===== config.mk =====
export PLATFORM = sky130hd
export DESIGN_NAME = cnn_frame_sequencer_flat
export DESIGN_NICKNAME = d
export VERILOG_FILES = /design/src/rtl/cnn_pkg.sv /design/src/rtl/cnn_frame_sequencer_if.sv /design/src/rtl/seq_credit_counter.sv /design/src/rtl/cnn_frame_sequencer.sv /design/src/flat_wrapper.sv
export SDC_FILE = /design/constraint.sdc
export NUM_CORES = 1
export LEC_CHECK = 0
export ABC_CLOCK_PERIOD_IN_PS = 1780
export BUFFER_PORTS_ARGS = -buffer_cell sky130_fd_sc_hd__buf_4
export CAP_MARGIN = 25
export CORE_AREA = 8 8 202 204
export DETAILED_ROUTE_END_ITERATION = 8
export DIE_AREA = 0 0 210 212
export PLACE_DENSITY_LB_ADDON = 0.12
export SYNTH_ARGS = -nofsm -noshare
export SYNTH_HDL_FRONTEND = slang
export SYNTH_SLANG_ARGS = --single-unit

===== constraint.sdc =====
create_clock -name clk -period 1.78 [get_ports clk]
set_clock_uncertainty 0.15 [all_clocks]
set_input_delay 0.267 -clock clk [delete_from_list [all_inputs] [get_ports clk]]
set_output_delay 0.267 -clock clk [all_outputs]
set_load 0.02 [all_outputs]

===== src/rtl/cnn_pkg.sv =====
// Shared CNN constants and the frame sequencer state encoding.
package cnn_pkg;
  localparam int CNN_H         = 24;
  localparam int CNN_W         = 24;
  localparam int CNN_DATA_BITS = 8;
  localparam int CNN_CLASSES   = 7;

  typedef enum logic [2:0] {
    SEQ_IDLE        = 3'd0,
    SEQ_FETCH       = 3'd1,
    SEQ_PUSH        = 3'd2,
    SEQ_WAIT_CREDIT = 3'd3,
    SEQ_DRAIN       = 3'd4
  } seq_state_e;
endpackage


===== src/rtl/cnn_frame_sequencer_if.sv =====
// Frame sequencer bus: host/row-memory/line-buffer/conv/dense signals.
interface cnn_frame_sequencer_if
  import cnn_pkg::*;
#(
  parameter int H        = CNN_H,
  parameter int ROW_BITS = CNN_W * CNN_DATA_BITS,
  parameter int OUT_BITS = CNN_CLASSES * CNN_DATA_BITS
);
  localparam int AW = $clog2(H);

  logic                frame_start_i;
  logic                frame_ready_o;
  logic                row_req_o;
  logic [AW-1:0]       row_addr_o;
  logic                row_valid_i;
  logic [ROW_BITS-1:0] row_data_i;
  logic [ROW_BITS-1:0] lb_data_o;
  logic                lb_valid_o;
  logic                conv1_done_i;
  logic                dense_valid_i;
  logic [OUT_BITS-1:0] dense_data_i;
  logic [OUT_BITS-1:0] result_o;
  logic                result_valid_o;
  logic                busy_o;
  logic [15:0]         frame_cnt_o;
  logic                err_o;

  modport master (
    input  frame_start_i, row_valid_i, row_data_i, conv1_done_i, dense_valid_i, dense_data_i,
    output frame_ready_o, row_req_o, row_addr_o, lb_data_o, lb_valid_o,
           result_o, result_valid_o, busy_o, frame_cnt_o, err_o
  );

  modport slave (
    output frame_start_i, row_valid_i, row_data_i, conv1_done_i, dense_valid_i, dense_data_i,
    input  frame_ready_o, row_req_o, row_addr_o, lb_data_o, lb_valid_o,
           result_o, result_valid_o, busy_o, frame_cnt_o, err_o
  );
endinterface


===== src/rtl/seq_credit_counter.sv =====
// Up/down saturating credit counter; ovf flags an increment dropped at MAX.
module seq_credit_counter #(
  parameter int MAX  = 2,
  parameter int INIT = MAX,
  parameter int W    = $clog2(MAX + 1)
) (
  input  logic         clk,
  input  logic         resetn,
  input  logic         clr,
  input  logic         inc,
  input  logic         dec,
  output logic [W-1:0] count,
  output logic         ovf
);
  logic at_max, at_zero;

  assign at_max  = count == W'(MAX);
  assign at_zero = count == '0;
  assign ovf     = inc && !dec && at_max;

  // simultaneous inc and dec cancel out
  always_ff @(posedge clk) begin
    if (!resetn || clr)               count <= W'(INIT);
    else if (inc && !dec && !at_max)  count <= count + 1'b1;
    else if (dec && !inc && !at_zero) count <= count - 1'b1;
  end
endmodule


===== src/rtl/cnn_frame_sequencer.sv =====
// Frame sequencer: credit-paced row fetch into the line buffer, dense capture.
// Optional watchdog: define CNN_FRAME_SEQUENCER_WATCHDOG_EN (adds TIMEOUT).
module cnn_frame_sequencer
  import cnn_pkg::*;
#(
  parameter int H          = CNN_H,
  parameter int ROW_BITS   = CNN_W * CNN_DATA_BITS,
  parameter int PRIME_ROWS = 2,
  parameter int OUT_BITS   = CNN_CLASSES * CNN_DATA_BITS
`ifdef CNN_FRAME_SEQUENCER_WATCHDOG_EN
  , parameter int TIMEOUT  = 65535
`endif
) (
  input  logic                   clk,
  input  logic                   resetn,
  cnn_frame_sequencer_if.master  bus
);
  localparam int AW = $clog2(H);
  localparam int CW = $clog2(PRIME_ROWS + 1);

  seq_state_e          state_q, state_n;
  logic [AW-1:0]       row_q, row_n;
  logic [ROW_BITS-1:0] lb_data_q;
  logic [OUT_BITS-1:0] result_q;
  logic                res_vld_q;
  logic [15:0]         frame_cnt_q;
  logic                err_q;
  logic [CW-1:0]       credit;
  logic                credit_ovf, push, capture, timeout, err_set;

  assign push    = state_q == SEQ_PUSH;
  assign capture = (state_q == SEQ_DRAIN) && bus.dense_valid_i;

`ifdef CNN_FRAME_SEQUENCER_WATCHDOG_EN
  logic [15:0] wd_q;
  logic        wd_run, wd_evt;

  assign wd_run  = state_q inside {SEQ_FETCH, SEQ_WAIT_CREDIT, SEQ_DRAIN};
  assign wd_evt  = bus.row_valid_i || bus.conv1_done_i || bus.dense_valid_i;
  assign timeout = wd_run && !wd_evt && (wd_q == 16'(TIMEOUT));

  always_ff @(posedge clk) begin
    if (!resetn || !wd_run || wd_evt || state_n != state_q) wd_q <= '0;
    else                                                     wd_q <= wd_q + 1'b1;
  end
`else
  assign timeout = 1'b0;
`endif

  seq_credit_counter #(.MAX(PRIME_ROWS), .INIT(PRIME_ROWS), .W(CW)) u_credit (
    .clk    (clk),
    .resetn (resetn),
    .clr    (capture || timeout),
    .inc    (bus.conv1_done_i),
    .dec    (push),
    .count  (credit),
    .ovf    (credit_ovf)
  );

  always_comb begin
    state_n = state_q;
    row_n   = row_q;
    unique case (state_q)
      SEQ_IDLE:  if (bus.frame_start_i) state_n = SEQ_FETCH;
      SEQ_FETCH: if (bus.row_valid_i)   state_n = SEQ_PUSH;
      SEQ_PUSH: begin
        if (row_q == AW'(H - 1)) state_n = SEQ_DRAIN;
        else begin
          row_n = row_q + 1'b1;
          // post-update credit: this push spends one, a same-cycle done returns one
          state_n = (credit > CW'(1) || bus.conv1_done_i) ? SEQ_FETCH : SEQ_WAIT_CREDIT;
        end
      end
      SEQ_WAIT_CREDIT: if (credit != '0) state_n = SEQ_FETCH;
      SEQ_DRAIN:       if (bus.dense_valid_i) state_n = SEQ_IDLE;
      default:         state_n = SEQ_IDLE;
    endcase
    if (timeout) state_n = SEQ_IDLE;
    if (state_n == SEQ_IDLE) row_n = '0;
  end

  assign err_set = credit_ovf
                || (bus.conv1_done_i  && state_q == SEQ_IDLE)
                || (bus.dense_valid_i && state_q != SEQ_DRAIN)
                || (bus.row_valid_i   && state_q != SEQ_FETCH)
                || timeout;

  always_ff @(posedge clk) begin
    if (!resetn) begin
      state_q     <= SEQ_IDLE;
      row_q       <= '0;
      lb_data_q   <= '0;
      result_q    <= '0;
      res_vld_q   <= 1'b0;
      frame_cnt_q <= '0;
      err_q       <= 1'b0;
    end else begin
      state_q   <= state_n;
      row_q     <= row_n;
      res_vld_q <= capture;
      if (state_q == SEQ_FETCH && bus.row_valid_i) lb_data_q <= bus.row_data_i;
      if (capture) begin
        result_q    <= bus.dense_data_i;
        frame_cnt_q <= frame_cnt_q + 1'b1;
      end
      if (err_set) err_q <= 1'b1;
    end
  end

  assign bus.frame_ready_o  = state_q == SEQ_IDLE;
  assign bus.busy_o         = state_q != SEQ_IDLE;
  assign bus.row_req_o      = state_q == SEQ_FETCH;
  assign bus.row_addr_o     = row_q;
  assign bus.lb_valid_o     = push;
  assign bus.lb_data_o      = lb_data_q;
  assign bus.result_o       = result_q;
  assign bus.result_valid_o = res_vld_q;
  assign bus.frame_cnt_o    = frame_cnt_q;
  assign bus.err_o          = err_q;
endmodule


===== src/flat_wrapper.sv =====
// flat-port wrapper written by rule: the top's interface ports become plain ports
module cnn_frame_sequencer_flat import cnn_pkg::*;
#(
  parameter int H          = CNN_H,
  parameter int ROW_BITS   = CNN_W * CNN_DATA_BITS,
  parameter int PRIME_ROWS = 2,
  parameter int OUT_BITS   = CNN_CLASSES * CNN_DATA_BITS

)
  (clk, resetn, bus_frame_start_i, bus_row_valid_i, bus_row_data_i, bus_conv1_done_i, bus_dense_valid_i, bus_dense_data_i, bus_frame_ready_o, bus_row_req_o, bus_row_addr_o, bus_lb_data_o, bus_lb_valid_o, bus_result_o, bus_result_valid_o, bus_busy_o, bus_frame_cnt_o, bus_err_o);
  cnn_frame_sequencer_if #(.H(H), .ROW_BITS(ROW_BITS), .OUT_BITS(OUT_BITS)) bus_i ();
  input  logic clk;
  input  logic resetn;
  input wire logic [$bits(bus_i.frame_start_i)-1:0] bus_frame_start_i;
  input wire logic [$bits(bus_i.row_valid_i)-1:0] bus_row_valid_i;
  input wire logic [$bits(bus_i.row_data_i)-1:0] bus_row_data_i;
  input wire logic [$bits(bus_i.conv1_done_i)-1:0] bus_conv1_done_i;
  input wire logic [$bits(bus_i.dense_valid_i)-1:0] bus_dense_valid_i;
  input wire logic [$bits(bus_i.dense_data_i)-1:0] bus_dense_data_i;
  output wire logic [$bits(bus_i.frame_ready_o)-1:0] bus_frame_ready_o;
  output wire logic [$bits(bus_i.row_req_o)-1:0] bus_row_req_o;
  output wire logic [$bits(bus_i.row_addr_o)-1:0] bus_row_addr_o;
  output wire logic [$bits(bus_i.lb_data_o)-1:0] bus_lb_data_o;
  output wire logic [$bits(bus_i.lb_valid_o)-1:0] bus_lb_valid_o;
  output wire logic [$bits(bus_i.result_o)-1:0] bus_result_o;
  output wire logic [$bits(bus_i.result_valid_o)-1:0] bus_result_valid_o;
  output wire logic [$bits(bus_i.busy_o)-1:0] bus_busy_o;
  output wire logic [$bits(bus_i.frame_cnt_o)-1:0] bus_frame_cnt_o;
  output wire logic [$bits(bus_i.err_o)-1:0] bus_err_o;
  assign bus_i.frame_start_i = bus_frame_start_i;
  assign bus_i.row_valid_i = bus_row_valid_i;
  assign bus_i.row_data_i = bus_row_data_i;
  assign bus_i.conv1_done_i = bus_conv1_done_i;
  assign bus_i.dense_valid_i = bus_dense_valid_i;
  assign bus_i.dense_data_i = bus_dense_data_i;
  assign bus_frame_ready_o = bus_i.frame_ready_o;
  assign bus_row_req_o = bus_i.row_req_o;
  assign bus_row_addr_o = bus_i.row_addr_o;
  assign bus_lb_data_o = bus_i.lb_data_o;
  assign bus_lb_valid_o = bus_i.lb_valid_o;
  assign bus_result_o = bus_i.result_o;
  assign bus_result_valid_o = bus_i.result_valid_o;
  assign bus_busy_o = bus_i.busy_o;
  assign bus_frame_cnt_o = bus_i.frame_cnt_o;
  assign bus_err_o = bus_i.err_o;
  cnn_frame_sequencer #(.H(H), .ROW_BITS(ROW_BITS), .PRIME_ROWS(PRIME_ROWS), .OUT_BITS(OUT_BITS)) u_core (.clk(clk), .resetn(resetn), .bus(bus_i));
endmodule

# ---- After elaboration in Yosys (flattened, before gate mapping)
# Cells that the tools add are included.
dict set report totals {
  ff_bits 276
  input_bits 254
  elab_cells 60
}
dict set report op_classes {
  add_sub_neg 4
  order_cmp 1
  n_eq_ne 8
  muxes 9
  bitwise_logic 2
  reduce_logical 28
}
# cell count
set ops {}
lappend ops {{$add 16x1->16 const B} 1}
lappend ops {{$mux 3} 5}
lappend ops {{$pmux 3 s5} 1}
lappend ops {{$logic_and 1x1->1} 10}
lappend ops {{$eq 3x2->1 const B} 2}
lappend ops {{$logic_not 3->1} 2}
lappend ops {{$mux 2} 3}
lappend ops {{$add 5x1->5 const B} 1}
lappend ops {{$eq 5x5->1 const B} 1}
lappend ops {{$logic_not 1->1} 5}
lappend ops {{$logic_or 1x1->1} 5}
lappend ops {{$reduce_bool 2->1} 2}
lappend ops {{$eq 3x1->1 const B} 1}
lappend ops {{$eq 3x3->1 const B} 1}
lappend ops {{$ne 3x1->1 const B} 1}
lappend ops {{$ne 3x3->1 const B} 1}
lappend ops {{$reduce_bool 3->1} 1}
lappend ops {{$add 2x1->2 const B} 1}
lappend ops {{$eq 2x2->1 const B} 1}
lappend ops {{$gt 2x1->1 const B} 1}
lappend ops {{$logic_not 2->1} 1}
lappend ops {{$not 1->1} 2}
lappend ops {{$reduce_and 2->1} 1}
lappend ops {{$reduce_or 2->1} 1}
lappend ops {{$sub 2x1->2 const B} 1}

# ---- Logic depth before layout (Yosys ltp)
dict set report depth {
  word_depth 7
  depth_mapped 8
  mapped_depth_nobuf 6
}

# ---- Cells and area by module
# From an unflattened synthesis, not the netlist that was laid out.
dict set report hier_totals {
  hier_cells 1241
  hier_area_um2 9805.7
}
# module instances cells_per_inst area_per_inst_um2 seq_area_each_um2
set by_module_without_submodules {}
lappend by_module_without_submodules {cnn_frame_sequencer 1 1225 9665.5 5485.3}
lappend by_module_without_submodules {seq_credit_counter 1 16 140.1 40.0}

# ---- Least setup slack after synthesis
# OpenSTA, ideal clock, no wires.
dict set report synth_path {
  path_type {flip-flop to flip-flop}
  startpoint {register u_core.state_q[2]}
  endpoint {register u_core.lb_data_q[110] (netlist: u_core.bus.lb_data_o[110])}
  setup_ns 0.132
  t_arrival_ns 1.889
  t_required_ns 1.498
  path_slack_ns -0.392
  path_stages_with_launch 8
  n_path_buf 3
  synth_period_minus_slack_ns 2.172
  path_cell_list {dfxtp_1 > clkbuf_1 > nor3b_1 > nand2_1 > clkbuf_1 > clkbuf_1 > nand2_1 > a21oi_1}
}
dict set report synth_between {
  elab_chain_cells 2
}
# element line
set synth_rtl {}
lappend synth_rtl {{start, declared} cnn_frame_sequencer.sv:21} ;# seq_state_e state_q, state_n;
lappend synth_rtl {{start signal, assigned} cnn_frame_sequencer.sv:98} ;# state_q <= state_n;
lappend synth_rtl {{$eq 3x1->1} -}
lappend synth_rtl {{via bus_row_req_o} flat_wrapper.sv:21} ;# output wire logic [$bits(bus_i.row_req_o)-1:0] bus_row_req_o;
lappend synth_rtl {{$logic_and 1x1->1} cnn_frame_sequencer.sv:101} ;# if (state_q == SEQ_FETCH && bus.row_valid_i) lb_data_q <= bus.row_data_i;
lappend synth_rtl {{end signal, assigned} cnn_frame_sequencer.sv:101}
lappend synth_rtl {{end, declared} cnn_frame_sequencer.sv:23} ;# logic [ROW_BITS-1:0] lb_data_q;
# The timed path passes the listed nets, and every way through them passes these cells.
# A chain may end at the register's enable or synchronous reset.

# ---- Worst setup path after layout
dict set report layout_path {
  startpoint {register u_core.state_q[1]}
  endpoint {output port bus_frame_ready_o}
}
dict set report layout_between {
  elab_chain_cells 1
}
# element line
set layout_rtl {}
lappend layout_rtl {{$logic_not 3->1} cnn_frame_sequencer.sv:110} ;# assign bus.frame_ready_o = state_q == SEQ_IDLE;
lappend layout_rtl {{end, declared} flat_wrapper.sv:20} ;# output wire logic [$bits(bus_i.frame_ready_o)-1:0] bus_frame_ready_o;
# Every way passes these cells.

==> results.json <==
{
  "end_kind": "output port",
  "syn_area_um2": 9830,
  "grt_usage_pct": 18.1,
  "yosysTopAreaCell": "dfxtp_1",
  "cp_max_fo": 4,
  "avgSynthCellArea_um2": 7.92,
  "synth_top_family_by_area": "simple AND/OR/NAND/NOR gates",
  "async_flop_share_pct": 0,
  "layout-drive-gt1-share_pct": 47.2,
  "via_per_inst": 4.47,
  "syn_inst": 1241,
  "hold_path.class": "in2reg",
  "synth.distinct_cells": 39,
  "hold_viol_final": 0,
  "final_util_pct": 55.9,
  "dpl.hpwl_um": 30600,
  "rows": 72,
  "worst_pin_slew_ns": 0.376,
  "yosys_warnings": 0,
  "synth_compound_area_share_pct": 13.8,
  "cts_tree": "built",
  "coreArea_um2": 37900,
  "vdd_ir_drop_max_uv": 664,
  "cp.arrival_ns": 1.59,
  "finalCritPeriodShare_pct": 113,
  "power-per-cell-area_nw_per_um2": 776,
  "setup_tns_ns": -19.70,
  "setup_viol": 192,
  "cts-buffers-inserted": 34,
  "power.total_mw": 16.5,
  "die_h_um": 212,
  "critPathLaunchType": "flop",
  "violations": "negative setup slack",
  "slew_viol_final": 0,
  "ff2ff_path_depth": 10,
  "synth_edf_count": 0,
  "synth_top_area_share_pct": 56.2,
  "fin_crit_ns": 2.01,
  "synth_most_common_cell": "nand2_1",
  "synth_xor_area_share_pct": 1.34,
  "gp_congestion": 0.802,
  "fill_cells": 3326,
  "die_x_um": 210,
  "multi_input_area_um2": 5410,
  "max-cap-violations": 0,
  "start_util_pct": 25.9,
  "portBuffers": 528,
  "rsz0062_at_grt": "true",
  "yosys.area_share.simple_pct": 23.5,
  "layout_setup_ws_ns": -0.231,
  "cts_htree_levels": 2,
  "ys_ff_latch": 276,
  "wire_per_inst_um": 18.6,
  "dieArea_um2": 44500,
  "drt-pass1-iter-count": 4,
  "via_count": 11800,
  "whs_path_depth": 4,
  "io_pins": 529,
  "antenna_found_initial": 1,
  "area_growth_pct": 116,
  "path_clk_slew_ns": 0.06,
  "cp.required_ns": 1.36,
  "grt_start_max_net_pins": 49,
  "grt_pass1_vias": 11300,
  "cts_max_path_buffers": 3,
  "status": "finished, violations left",
  "wirelength_um": 49000,
  "syn_nets": 1500,
  "power.leakage_nw": 9.26,
  "final_nets": 2354,
  "clk-insertion-delay-late_ns": 0.52,
  "wl_met2_um": 25100,
  "relSlewSlack_pct": 74.9,
  "root_buffer": "clkbuf_16",
  "cp_common_cell": "buf_6",
  "path_cells": "buf_6 -> buf_6 -> or3_4 -> inv_2 -> buf_6",
  "critPathKind": "reg2out",
  "cts_sinks": 276,
  "muxShareOfSynthArea_pct": 0.407,
  "slowest_delay_ns": 0.36,
  "synth_flop_cell": "dfxtp_1",
  "synthTopCellsByArea": "dfxtp_1 (56%), nand2_1 (20%), a21oi_1 (13%)",
  "drc": 0,
  "wl_met1_um": 19200,
  "met3_length_um": 2780,
  "antenna_left": 0,
  "grt_pass1_wl_um": 64200,
  "seqCellArea_um2": 5540,
  "yosysSeqAreaShare_pct": 56.2,
  "slowest_stage": "or3_4",
  "timing.hold.ws_ns": 0.174,
  "top_layer": "met4",
  "overflow": 0,
  "synth_common_cells": "nand2_1 (514), dfxtp_1 (276), a21oi_1 (258), clkbuf_1 (61), buf_2 (27)",
  "drtIter0Drc": 501,
  "fmax_mhz": 497,
  "synthAdderAreaFrac_pct": 0.636
}
final timing paths:
check             slack (ns)                   endpoint                 startpoint
setup reg to reg       -0.21  u_core.bus.lb_data_o[119]          u_core.state_q[1]
setup / recovery       -0.23          bus_frame_ready_o          u_core.state_q[1]
hold / removal          0.17          u_core.state_q[0]          bus_frame_start_i
hold reg to reg         0.30  u_core.bus.lb_data_o[110]  u_core.bus.lb_data_o[110]
layer usage:
layer,up-vias,track usage (%)
li1,5753,-
met1,5571,20.4
met2,373,31.8
met3,106,4.60
met4,0,8.29
met5,-,0
power by group:
| group | switching, mW | internal (mW) |
|---|---|---|
| Sequential | 0.115 | 6.38 |
| Clock | 2.66 | 4.17 |
| Combinational | 1.48 | 1.65 |
worst max-delay path: cells and delay by family (launching register included):
family,cells,cell delay (ns)
buffers and inverters,4,0.40
flip-flops,1,0.32
AND/OR/NAND/NOR,1,0.36
timing repair:
action                                  in CTS  in global routing
endpoints found under the setup margin       6                173
resized for setup                           23                433
setup buffers                                5                 27
hold buffers                               251                  0
gates cloned                                 0                 39
pin swaps                                    2                130
hold endpoints to repair                   256                  0
placed cells by master (no fill, tap or decap), drive strengths merged, types with 5 or more instances in the layout:
master	count
xor2	6
ha	5
nand2	518
buf	626
nor3	6
xnor2	9
a21oi	258
nand3	8
dfxtp	276
nand2b	5
dlygate4sd3	251
inv	7
nand4	5
nor2	17
clkbuf	84
final cells by class:
| type | instances | share of cell area, % |
|---|---|---|
| multi-input combinational | 872 | 25.5 |
| timing repair buffer | 904 | 39.9 |
| sequential | 276 | 26.1 |
| tap | 518 | 3.06 |
| inverter | 7 | 0.171 |
| clock inverter | 4 | 0.106 |
| clock buffer | 57 | 5.15 |
| antenna | 1 | 0.0118 |
flip-flops by register name, indices dropped and copies added, names as in the netlist:
| register | flops |
|---|---|
| u_core.bus.err_o | 1 |
| u_core.bus.frame_cnt_o | 16 |
| u_core.bus.lb_data_o | 192 |
| u_core.bus.result_o | 56 |
| u_core.bus.result_valid_o | 1 |
| u_core.bus.row_addr_o | 5 |
| u_core.state_q | 3 |
| u_core.u_credit.count | 2 |
per-stage QoR:
step                area, um^2  cells  setup slack [ns]
floorplan                 9870   1241            0.0151
global placement         14800   2256           0.00923
detailed placement       14800   2256          -0.00391
CTS                      18500   2573            -0.277
global route             21200   2639            -0.290
finish                   21200   2639            -0.231
logic make-up after synthesis:
group	count (synthesis)
xor gates and xnor gates	15
and+or+nand+nor	577
adders and majority gates	5
buffers and inverters	97
DFF	276
AOI/OAI and AO/OA	267
muxes	4
Power figures use the tool's default switching activity.
